<file path="src/rtl/btn_pkg.sv">
// Purpose: shared direction codes, FSM state encoding and the direction encoder
//          for the button step generator.
// Latency: n/a (declarations and a combinational helper only).
// Backpressure: n/a.
package btn_pkg;

  localparam logic [3:0] BTN_U    = 4'b1000;
  localparam logic [3:0] BTN_D    = 4'b0100;
  localparam logic [3:0] BTN_R    = 4'b0010;
  localparam logic [3:0] BTN_L    = 4'b0001;
  localparam logic [3:0] BTN_NONE = 4'b0000;

  typedef enum logic [1:0] {
    ST_IDLE   = 2'd0,
    ST_ARM    = 2'd1,
    ST_DELAY  = 2'd2,
    ST_REPEAT = 2'd3
  } btn_state_e;

  // Only a single pressed direction is meaningful; chords and idle map to none.
  function automatic logic [3:0] btn_encode(input logic [3:0] vec);
    case (vec)
      BTN_U, BTN_D, BTN_R, BTN_L: return vec;
      default:                    return BTN_NONE;
    endcase
  endfunction

endpackage

</file>
<file path="src/rtl/btn_debounce.sv">
// Purpose: 2-flop synchronizer plus whole-vector debounce of four raw buttons.
// Latency: raw change sampled at edge 0 appears on stable_o after edge DEBOUNCE_CYCLES+1.
// Backpressure: none; free-running.
// Ports: clk, rst (async active-high), raw_i[3:0] (asynchronous buttons),
//        stable_o[3:0] (debounced vector).
module btn_debounce
  import btn_pkg::*;
#(
  parameter logic [15:0] DEBOUNCE_CYCLES = 16'd50000
) (
  input  logic       clk,
  input  logic       rst,
  input  logic [3:0] raw_i,
  output logic [3:0] stable_o
);

  logic [3:0]  sync1_q, sync1_d;
  logic [3:0]  sync2_q, sync2_d;
  logic [3:0]  stable_q, stable_d;
  logic [15:0] cnt_q, cnt_d;
  logic [15:0] cnt_last;

  assign cnt_last = DEBOUNCE_CYCLES - 16'd1;

  always_comb begin
    sync1_d  = raw_i;
    sync2_d  = sync1_q;
    cnt_d    = cnt_q;
    stable_d = stable_q;
    // sync1_q is the next sample of sync2_q, so comparing the two detects a
    // change one cycle earlier than keeping a separate previous-sample flop.
    if (sync1_q != sync2_q) begin
      cnt_d = '0;
    end else if (cnt_q == cnt_last) begin
      stable_d = sync2_q;           // counter saturates here
    end else begin
      cnt_d = cnt_q + 16'd1;
    end
  end

  always_ff @(posedge clk or posedge rst) begin
    if (rst) begin
      sync1_q  <= BTN_NONE;
      sync2_q  <= BTN_NONE;
      stable_q <= BTN_NONE;
      cnt_q    <= '0;
    end else begin
      sync1_q  <= sync1_d;
      sync2_q  <= sync2_d;
      stable_q <= stable_d;
      cnt_q    <= cnt_d;
    end
  end

  assign stable_o = stable_q;

endmodule

</file>
<file path="src/rtl/btn_step_gen.sv">
// Purpose: debounced one-hot direction code plus one-cycle step strobe per press
//          (and auto-repeat while held when BTN_AUTOREPEAT_EN is defined).
// Latency: raw press at edge 0 -> btns_o after edge DEBOUNCE_CYCLES+2 -> step_o after edge DEBOUNCE_CYCLES+3.
// Backpressure: none; step_o is a fire-and-forget strobe.
// Ports: clk, rst (async active-high), btn_raw[3:0] {U,D,R,L} raw pins,
//        btns_o[3:0] registered direction code, step_o step strobe,
//        held_o a single direction is currently held.
// Macro: BTN_AUTOREPEAT_EN enables the delay/repeat stepping; without it one
//        step is issued per press or per direction change.
module btn_step_gen
  import btn_pkg::*;
#(
  parameter logic [15:0] DEBOUNCE_CYCLES = 16'd50000,
  parameter logic [23:0] REPEAT_DELAY    = 24'd5000000,
  parameter logic [23:0] REPEAT_PERIOD   = 24'd2500000,
  parameter int          CNT_W           = 24
) (
  input  logic       clk,
  input  logic       rst,
  input  logic [3:0] btn_raw,
  output logic [3:0] btns_o,
  output logic       step_o,
  output logic       held_o
);

  logic [3:0] deb_vec;
  logic [3:0] code;
  btn_state_e state_q, state_d;
  logic [3:0] btns_q, btns_d;
  logic       step_q, step_d;

`ifdef BTN_AUTOREPEAT_EN
  localparam logic [CNT_W-1:0] DELAY_LAST  = CNT_W'(REPEAT_DELAY - 24'd1);
  localparam logic [CNT_W-1:0] PERIOD_LAST = CNT_W'(REPEAT_PERIOD - 24'd1);
  logic [CNT_W-1:0] cnt_q, cnt_d;
  logic [CNT_W-1:0] cnt_last;
`endif

  btn_debounce #(
    .DEBOUNCE_CYCLES(DEBOUNCE_CYCLES)
  ) u_debounce (
    .clk      (clk),
    .rst      (rst),
    .raw_i    (btn_raw),
    .stable_o (deb_vec)
  );

  assign code = btn_encode(deb_vec);

`ifdef BTN_AUTOREPEAT_EN
  assign cnt_last = (state_q == ST_DELAY) ? DELAY_LAST : PERIOD_LAST;
`endif

  always_comb begin
    state_d = state_q;
    btns_d  = btns_q;
    step_d  = 1'b0;
`ifdef BTN_AUTOREPEAT_EN
    cnt_d   = cnt_q;
`endif
    case (state_q)
      ST_IDLE: begin
        // Latches a new direction, or clears btns_o one cycle after release.
        btns_d = code;
        if (code != BTN_NONE) state_d = ST_ARM;
      end
      ST_ARM: begin
        // btns_o was updated last cycle, so it is settled while step_o is high.
        step_d  = 1'b1;
        state_d = ST_DELAY;
`ifdef BTN_AUTOREPEAT_EN
        cnt_d   = '0;
`endif
      end
      ST_DELAY, ST_REPEAT: begin
        if (code == BTN_NONE) begin
          state_d = ST_IDLE;
        end else if (code != btns_q) begin
          btns_d  = code;
          state_d = ST_ARM;
`ifdef BTN_AUTOREPEAT_EN
        end else if (cnt_q == cnt_last) begin
          step_d  = 1'b1;
          cnt_d   = '0;
          state_d = ST_REPEAT;
        end else begin
          cnt_d = cnt_q + CNT_W'(1);
`endif
        end
      end
      default: state_d = ST_IDLE;
    endcase
  end

  always_ff @(posedge clk or posedge rst) begin
    if (rst) begin
      state_q <= ST_IDLE;
      btns_q  <= BTN_NONE;
      step_q  <= 1'b0;
`ifdef BTN_AUTOREPEAT_EN
      cnt_q   <= '0;
`endif
    end else begin
      state_q <= state_d;
      btns_q  <= btns_d;
      step_q  <= step_d;
`ifdef BTN_AUTOREPEAT_EN
      cnt_q   <= cnt_d;
`endif
    end
  end

  assign btns_o = btns_q;
  assign step_o = step_q;
  assign held_o = (state_q != ST_IDLE);

endmodule
</file>
<file path="config.mk">
export PLATFORM = sky130hd
export DESIGN_NAME = btn_step_gen
export DESIGN_NICKNAME = d
export VERILOG_FILES = /design/src/rtl/btn_pkg.sv /design/src/rtl/btn_debounce.sv /design/src/rtl/btn_step_gen.sv
export SDC_FILE = /design/constraint.sdc
export NUM_CORES = 1
export LEC_CHECK = 0
export BUFFER_PORTS_ARGS = -buffer_cell sky130_fd_sc_hd__buf_2
export CELL_PAD_IN_SITES_DETAIL_PLACEMENT = 1
export CELL_PAD_IN_SITES_GLOBAL_PLACEMENT = 1
export CORE_MARGIN = 3
export CORE_UTILIZATION = 40
export DETAILED_ROUTE_END_ITERATION = 8
export PLACE_DENSITY = 0.71
export SLEW_MARGIN = 0
export SYNTH_ARGS = -nofsm -noshare
export SYNTH_HDL_FRONTEND = slang
export SYNTH_SLANG_ARGS = --single-unit
</file>
<file path="constraint.sdc">
create_clock -name clk -period 2.25 [get_ports clk]
set_input_delay 0.1125 -clock clk [delete_from_list [all_inputs] [get_ports clk]]
set_output_delay 0.1125 -clock clk [all_outputs]
set_load 0.01 [all_outputs]
</file>
==> results.py <==
metrics = {
    "run_status": {
        "status": "completed",
    },
    "setup_path": {
        "timing.critical_path.slowest_stage_cell": "dfrtp_1",
        "timing.rr.end": "u_debounce.stable_o[3]",
        "cp-start-kind": "register",
        "path_cells": "nor4bb_1 > nand4_2 > nor2_2 > mux2_1",
        "critPathCapture": "u_debounce.stable_o[3]",
        "crit_cells": 4,
        "required_ns": 2.40,
        "path_buf_inv": 0,
        "cp_top_family": "simple AND/OR/NAND/NOR gates",
        "critical_path.endpoint_type": "register",
        "ff2ff_setup_slack_ns": 0.36,
        "critical_path_class": "register to register",
        "cp_data_arrival_time_ns": 2.04,
        "crit_start": "u_debounce.cnt_q[12]",
        "crit_fanout": 6,
        "worstReg2RegStart": "u_debounce.cnt_q[12]",
        "rr_worst_depth": 4,
        "max_stage_delay_ns": 0.42,
    },
    "sta": {
        "max_freq_mhz": 529,
        "hold_violations": 0,
        "setup_tns_ns": 0,
        "report.final.setup_viol": 0,
        "rsz0062_at_grt": "no",
        "drv_slew": 0,
        "worst_slack_ns": 0.360,
        "hold_slack_ns": 0.396,
        "timing.slew.headroom_pct": 66.9,
        "max_slew.worst_pin.slew_ns": 0.496,
        "min_period_ns": 1.89,
        "finalCritPeriodShare_pct": 84.0,
        "fin_worst_skew_ns": 0.00916,
    },
    "floorplanning": {
        "die_h_um": 73.4,
        "die_w_um": 73.4,
        "initial_utilization_pct": 43.3,
        "rows": 23,
        "coreArea_mm2": 0.00420,
        "dieArea_mm2": 0.00539,
        "ios": 12,
    },
    "synthesis": {
        "ys.warnings.count": 0,
        "netlist_area_mm2": 0.00182,
        "syn-instance-count": 172,
        "synth_edf_count": 0,
        "ys_types": 49,
        "syn_nets": 179,
        "synth-seq-area-share_pct": 48.1,
        "ys_ff_latch": 35,
        "ys.flop_type": "dfrtp_1",
        "synthArstFlopShare_pct": 100,
        "synth.avg_cell_area_um2": 10.6,
    },
    "clock_tree": {
        "cts-hold-fix-buffers": 5,
        "cts-resized-gates": 0,
        "cts-root-buf": "clkbuf_8",
        "clock_sinks": 35,
        "clock_path_buffers": 2,
        "clk_latency_ns": 0.28,
        "numCtsBuffers": 5,
        "clk_pin_slew_ns": 0.07,
        "post_cts_buffers": 0,
        "cts-htree-levels": 2,
        "cts_tree": "done",
    },
    "place": {
        "post-place-cells": 230,
        "io_buffers": 11,
        "post-place-ws_ns": 0.364,
        "gp_congestion": 0.776,
        "dp_hpwl_mm": 2.70,
        "place_area_mm2": 0.00192,
    },
    "drt": {
        "routedWlPerCell_um": 15.8,
        "vias_per_cell": 5.52,
        "routed-via-count": 1342,
        "ant_nets": 0,
        "drt_iter0_markers": 68,
        "drt-total-wl_mm": 3.83,
        "first_pass_iters": 4,
        "post-route-drc-count": 0,
    },
    "hold_path": {
        "hold_depth": 0,
        "hp-class": "register to register",
        "hp-start": "u_debounce.sync1_q[2]",
    },
    "cells_and_area": {
        "final_cell_mix": "dfrtp_1 (35), nor2_1 (23), nand2_1 (17), xnor2_1 (13), buf_2 (11)",
        "fin_cells": 243,
        "drive_gt1_share_pct": 19.2,
        "antenna_cells": 0,
        "fillers": 490,
        "fin_nets": 199,
        "stdcell_area_mm2": 0.00207,
        "syn2layout_area_growth_pct": 13.9,
        "final_common_cell": "dfrtp_1",
    },
    "global_route": {
        "overflow": 0,
        "grt_use_total_pct": 16.4,
        "antenna_found_initial": 0,
        "grt_pass1_wl_mm": 6.87,
        "grt_max_degree": 36,
        "grt_pass1_vias": 1414,
    },
    "power": {
        "cellPowerDensity_mw_per_mm2": 566,
        "leakage_nw": 0.868,
        "peakVddDrop_uv": 409,
    },
    "flow_run": {
        "maxCapViolations": 0,
    },
}
==> synthesized netlist by cell type, types with 2 or more instances <==
cell,n,share of area (%)
xor2_1,5,2.4
mux2_1,3,1.9
a21o_1,3,1.2
and4_1,2,0.96
o211ai_1,6,2.5
a21oi_1,3,0.83
nor3_2,2,1.1
nand3_1,4,1.1
nand4_1,2,0.69
nand2_1,17,3.5
inv_1,6,1.2
buf_4,3,1.2
nor4b_2,4,3.3
nor3_1,2,0.55
o31ai_1,2,0.83
nand3b_1,2,0.83
o21ai_0,3,0.83
clkbuf_1,2,0.41
dfrtp_1,35,48
xnor2_1,13,6.3
nor2_1,23,4.7
and3_1,3,1.0
==> metal layers <==
layer / up-vias / part of all wire [%] / GRT usage (%)
li1: 644 / - / -
met1: 665 / 47 / 21.3
met2: 29 / 49 / 26.9
met3: 4 / 3.1 / 4.79
met4: 0 / 0.81 / 3.62
met5: - / 0 / 0
==> cell type report <==
| class | instances | area [um^2] | area share (%) |
|---|---|---|---|
| inverter | 7 | 26.3 | 1.27 |
| multi-input combinational | 125 | 887 | 42.8 |
| clock buffer | 8 | 100 | 4.83 |
| tap | 50 | 62.6 | 3.02 |
| timing repair buffer | 18 | 120 | 5.80 |
| sequential | 35 | 876 | 42.3 |
==> cells by family after synthesis <==
group | synth area share, %
flops | 48.1
xor+xnor | 8.67
mux | 2.41
fa+ha+maj | 0.688
simple gates | 25.4
buf+inv | 3.09
compound gates | 11.6
==> where the power goes <==
group          total [W]  internal [W]  switching (W)  leakage (nW)
clock           0.000488      0.000279       0.000209        0.0515
combinational  0.0000402     0.0000176      0.0000226         0.346
sequential      0.000644      0.000638     0.00000664         0.470
total            0.00117      0.000934       0.000238         0.868
==> stage by stage <==
| step | util [%] | power [W] |
|---|---|---|
| 3_3_place_gp | 45.7 | 0.000689 |
| 6_report | 49.3 | 0.00117 |
| 4_1_cts | 49.3 | 0.00120 |
| 2_1_floorplan | - | 0.000676 |
| 5_1_grt | 49.3 | 0.00123 |
| 3_5_place_dp | 45.7 | 0.000691 |
==> flip-flops by register name, indices dropped and copies added, names as in the netlist <==
name / flops
u_debounce.sync2_q: 4
step_o: 1
u_debounce.stable_o: 4
u_debounce.sync1_q: 4
state_q: 2
u_debounce.cnt_q: 16
btns_o: 4
==> worst min-delay path by stage <==
| stage | to | slack, ns |
|---|---|---|
| floorplan | u_debounce.sync1_q[0] | 0.14 |
| detailed placement | u_debounce.sync1_q[0] | 0.22 |
| finish | u_debounce.sync2_q[2] | 0.40 |
| global placement | u_debounce.sync1_q[3] | 0.22 |
| global route | u_debounce.sync2_q[1] | 0.42 |
| CTS | u_debounce.sync2_q[2] | 0.40 |
Power figures use the tool's default switching activity.
